## src/rtl/tdm_demux4.sv

```systemverilog
`default_nettype none
// ============================================================================
// Module   : tdm_demux4
// Purpose  : Registered 1-to-4 time-division demultiplexer. Each accepted
//            sample is steered to one of four output lanes. The lane comes
//            from an explicit select or from an internal round-robin counter.
//            A one-cycle frame_valid pulse is raised once all four lanes
//            have been refreshed.
// Revision : 1.0 - initial release
// ============================================================================
module tdm_demux4 #(
  parameter int WIDTH = 8
) (
  input  logic               clk,
  input  logic               rst_n,
  input  logic [WIDTH-1:0]   i_din,
  input  logic               i_din_valid,
  input  logic [1:0]         i_sel,
  input  logic               i_sel_en,
  input  logic               i_clr,
  output logic [4*WIDTH-1:0] o_y,
  output logic [3:0]         o_lane_valid,
  output logic               o_frame_valid,
  output logic               o_overrun,
  output logic [1:0]         o_cur_lane
);

  typedef enum logic [1:0] {
    ST_EMPTY = 2'd0,
    ST_FILL  = 2'd1,
    ST_DONE  = 2'd2
  } state_t;

  localparam logic [3:0] c_ALL_LANES = 4'b1111;

  state_t               r_state;
  state_t               w_state_nxt;
  logic [3:0]           r_lane_valid;
  logic                 r_overrun;
  logic [1:0]           r_cur_lane;
  logic [4*WIDTH-1:0]   r_y;

  logic                 w_accept;
  logic [1:0]           w_tgt;
  logic [3:0]           w_tgt_oh;
  logic                 w_complete;
  logic                 w_dup;

  // Accept decode: clr wins over din_valid, target lane and frame events.
  always_comb begin
    w_accept   = i_din_valid & ~i_clr;
    w_tgt      = i_sel_en ? i_sel : r_cur_lane;
    w_tgt_oh   = 4'b0001 << w_tgt;
    w_complete = w_accept && ((r_lane_valid | w_tgt_oh) == c_ALL_LANES);
    w_dup      = w_accept && ((r_lane_valid & w_tgt_oh) != 4'b0000);
  end

  // Frame FSM next-state logic. DONE lasts exactly one cycle.
  always_comb begin
    w_state_nxt = r_state;
    case (r_state)
      ST_EMPTY: if (w_accept) w_state_nxt = w_complete ? ST_DONE : ST_FILL;
      ST_FILL:  if (w_complete) w_state_nxt = ST_DONE;
      ST_DONE:  w_state_nxt = w_accept ? ST_FILL : ST_EMPTY;
      default:  w_state_nxt = ST_EMPTY;
    endcase
    if (i_clr) begin
      w_state_nxt = ST_EMPTY;
    end
  end

  // Frame FSM state register.
  always_ff @(posedge clk or negedge rst_n) begin
    if (!rst_n) begin
      r_state <= ST_EMPTY;
    end else begin
      r_state <= w_state_nxt;
    end
  end

  // Lane-valid bookkeeping; a completing write clears the set for the next frame.
  always_ff @(posedge clk or negedge rst_n) begin
    if (!rst_n) begin
      r_lane_valid <= 4'b0000;
    end else if (i_clr) begin
      r_lane_valid <= 4'b0000;
    end else if (w_accept) begin
      r_lane_valid <= w_complete ? 4'b0000 : (r_lane_valid | w_tgt_oh);
    end
  end

  // Sticky overrun flag, set when a lane is rewritten inside one frame.
  always_ff @(posedge clk or negedge rst_n) begin
    if (!rst_n) begin
      r_overrun <= 1'b0;
    end else if (i_clr) begin
      r_overrun <= 1'b0;
    end else if (w_dup) begin
      r_overrun <= 1'b1;
    end
  end

  // Round-robin counter advances only on accepts that use it.
  always_ff @(posedge clk or negedge rst_n) begin
    if (!rst_n) begin
      r_cur_lane <= 2'd0;
    end else if (i_clr) begin
      r_cur_lane <= 2'd0;
    end else if (w_accept && !i_sel_en) begin
      r_cur_lane <= r_cur_lane + 2'd1;
    end
  end

  generate
    for (genvar n = 0; n < 4; n++) begin : g_lane
      // Per-lane data register, loaded only when this lane is targeted.
      always_ff @(posedge clk or negedge rst_n) begin
        if (!rst_n) begin
          r_y[n*WIDTH +: WIDTH] <= '0;
        end else if (i_clr) begin
          r_y[n*WIDTH +: WIDTH] <= '0;
        end else if (w_accept && w_tgt_oh[n]) begin
          r_y[n*WIDTH +: WIDTH] <= i_din;
        end
      end
    end
  endgenerate

  assign o_y           = r_y;
  assign o_lane_valid  = r_lane_valid;
  assign o_frame_valid = (r_state == ST_DONE);
  assign o_overrun     = r_overrun;
  assign o_cur_lane    = r_cur_lane;

endmodule
`default_nettype wire

```

## config.mk

```make
export PLATFORM = sky130hd
export DESIGN_NAME = tdm_demux4
export DESIGN_NICKNAME = d
export VERILOG_FILES = /design/src/rtl/tdm_demux4.sv
export SDC_FILE = /design/constraint.sdc
export NUM_CORES = 1
export LEC_CHECK = 0
export ABC_AREA = 0
export CORE_MARGIN = 1
export CORE_UTILIZATION = 50
export CTS_BUF_LIST = sky130_fd_sc_hd__clkbuf_16
export DETAILED_ROUTE_END_ITERATION = 12
export PLACE_DENSITY = 0.84
export SLEW_MARGIN = 20
export SYNTH_ARGS = -nofsm -noshare
export SYNTH_HDL_FRONTEND = slang
export SYNTH_SLANG_ARGS = --single-unit
```

## constraint.sdc

```tcl
create_clock -name clk -period 2.8 [get_ports clk]
set_input_delay 0.42 -clock clk [delete_from_list [all_inputs] [get_ports clk]]
set_output_delay 0.42 -clock clk [all_outputs]
set_load 0.01 [all_outputs]
```

==> out/summary.md <==
* **run status** finished, final reports clean
* **number of antenna diodes** 0
* **Peak Freq** 0.472 GHz
* **fin util** 0.760
* **Die Wd** 63.5 um
* **clock skew after layout** 0.00278 ns
* **GR Layer Usage met1** 0.305
* **Max Transition Viols Final** 0
* **most frequent cell after synthesis** dfrtp_1
* **vias in the first global route** 1,491
* **crit path capture type** flip-flop
* **wire length of the first global-routing pass** 7.42 mm
* **nets in the synthesized netlist** 176
* **type of the tightest min-delay check** input port to async pin
* **fraction of layout cells with a size suffix above 1** 0.119
* **unrepaired setup endpoints after global routing** false
* **number of endpoints with negative hold slack in the final report** 0
* **main combinational cell family by area after synthesis** multiplexers
* **number of iterations in the first detailed-routing pass** 4
* **DIE HEIGHT** 63.5 um
* **cell area after synthesis** 1890 um2
* **post-route worst setup slack** 0.679 ns
* **# hold bufs at CTS** 0
* **basic-gate share of the synthesized area counting and, or, nand and nor cells** 0.183
* **post-detail-place hpwl** 3.01 mm
* **met2 global-route usage** 0.406
* **number of synthesis warnings** 0
* **critical path, cell by cell** clkdlybuf4s50_1, and3b_1, o21ai_2, buf_4, mux2i_1, nor2_1
* **post-detailed-route count of antenna-violating nets** 0
* **largest vdd supply drop** 0.522 mV
* **total clock buffers created by CTS** 5
* **clock edge transition at the registers on the reported setup and hold paths** 0.06 ns
* **Skew-Pair Late Insertion Delay** 0.28 ns
* **Synth area leaders** dfrtp_1 (54%), mux2i_1 (18%), nor2_1 (7.8%)
* **count of flip-flops with a built-in enable after synthesis** 0
* **portion of the post-synthesis area used by sequential elements** 0.543
* **effective utilization at floorplan** 0.544
* **most common flop cell mapped by yosys** dfrtp_1
* **leading post-synthesis cells by instance count** dfrtp_1 (41), nor2_1 (39), mux2i_1 (34)
* **WP data arrival** 2.29 ns
* **highest-delay cell along the critical path** clkdlybuf4s50_1
* **relative slew slack** 0.417
* **Largest stage delay, worst path** 0.66 ns
* **floorplan die area** 4030 um2
* **count of pins on the block boundary** 55
* **Seq cells post-synth** 41
* **nets** 233
* **total power divided by cell area** 564 nW/um2
* **total power of the final layout** 1.49 mW
* **met3 Usage GRT** 0.0779
* **aggregate routed wire length** 4.55 mm
* **Placement Setup Slack** 0.427 ns
* **fraction of synthesized cell area in xor and xnor cells** 0.00928
* **total track usage** 0.246
* **number of rows in the core area** 21
* **critical path peak fanout** 13
* **GR peak layer** met2
* **Core Area** 3470 um2
* **drc violations** 0
* **Via-to-Cell Ratio** 5.42
* **synthesis-to-layout area growth** 39.7%
* **Synth area leader** dfrtp_1
* **compound-cell area share of the yosys netlist** 0.0404
* **number of buffers inserted by port buffering** 54
* **overall overflow remaining after global route** 0
* **DRT iter0 DRCs** 83
* **CTS tree** built
* **multiplexer area fraction after synthesis** 0.192
* **count of endpoints failing setup in the final report** 0
* **Clock H-tree levels** 2
* **number of antenna violations at the first check in global routing** 0
* **postcts setup bufs** 0
* **buffer type at the clock tree root** clkbuf_16
* **Worst Tran Pin Value** 0.875 ns
* **share of async-settable or async-resettable flops after synthesis** 1.00
* **post-synthesis area per instance** 11.7 um2
* **minimum clock period after layout** 2.12 ns
* **detailed-route via count** 1,437
* **post-route fraction of the period consumed by the critical path** 0.757
* **final weighted congestion in routability-driven placement** 0.865
* **number of maximum-capacitance constraint violations** 0
* **element type at the critical path start** input port
* **count of unique library cells instantiated by Yosys** 32
* **aggregate negative setup slack** 0 ns
* **maximum number of pins on one net before global-route repair** 42
* **share of synthesized cell area in full adder, half adder and majority cells** 0
* **number of standard cells after synthesis** 161
* **clock tree buffer depth** 2
* **clock net sink count** 41
* **data required time at the worst endpoint** 2.97 ns
* **detailed-route wire length per cell** 17.2 um
* **top-area cell type share of the netlist area** 0.543
* **post_cts resized** 0
* **leakage power summed over all cells** 1.32 nW
* **class of the most critical setup path** input port to flip-flop
stage by stage:
step,area (um2),hold slack (ns),std cells
after global placement,2470,0.486,257
after global routing,2640,0.333,265
after detailed placement,2470,0.493,257
after floorplan,1890,0.124,161
after CTS,2640,0.281,265
final,2640,0.253,265
registers in the layout (all words and copies together) (netlist names):
name and count:
r_state 2, o_lane_valid 4, o_y 32, o_cur_lane 2
o_overrun 1
cell type report:
class / instances / area [um2]
clock buffers: 5 / 125
clock inverters: 3 / 46.3
fillers: 242 / 831
flip-flops and latches: 41 / 1030
repair buffers: 59 / 573
inverters: 2 / 7.51
well taps: 46 / 57.6
multi-input cells: 109 / 802
final timing paths:
check,startpoint,to,slack [ns],depth (start not counted)
worst max-delay path,i_sel_en,o_y[17],0.68,6
worst min-delay path,rst_n,o_y[25],0.25,1
worst max register to register,o_cur_lane[0],r_state[1],1.10,4
worst min register to register,o_overrun,o_overrun,0.51,2
max in group asynchronous,rst_n,o_y[27],2.00,1
min in group clk,o_overrun,o_overrun,0.51,2
power by group:
group          leakage (nW)  internal, mW  switching (mW)  total, mW
Sequential            0.562         0.615          0.0212      0.636
Clock                0.0800         0.422           0.234      0.656
Combinational         0.681        0.0979          0.0977      0.196
metal layers:
layer | wire (um) | part of all wire
met1 | 1910 | 0.42
met5 | 0 | 0
met3 | 283 | 0.062
met4 | 55 | 0.012
met2 | 2310 | 0.51
kinds of logic (layout without fill, tap and decap cells):
family	after synthesis	in the layout
buffers and inverters	11	69
multiplexers	35	35
XOR/XNOR	2	2
AO/OA/AOI/OAI	10	10
flip-flops	41	41
AND/OR/NAND/NOR	62	62
critical path, delay by kind of cell:
family / cells / cell delay, ns
buffers and inverters: 2 / 0.90
multiplexers: 1 / 0.21
AO/OA/AOI/OAI: 1 / 0.34
AND/OR/NAND/NOR: 2 / 0.41
placed cells by master (no fill, tap or decap), drive strengths merged:
cell type	count
clkdlybuf4s50	53
dfrtp	41
nor2	39
mux2i	34
nor3	7
buf	6
clkbuf	5
nor2b	4
o21ai	4
and3b	3
nor3b	3
inv	2
a21oi	2
o31ai	1
nand2b	1
or2	1
o22ai	1
and3	1
nor4	1
nor4b	1
a211oi	1
mux4	1
nand2	1
xor2	1
a211o	1
xnor2	1
clkinvlp	1
clkinv	1
bufinv	1
(Power assumes the default switching activity.)
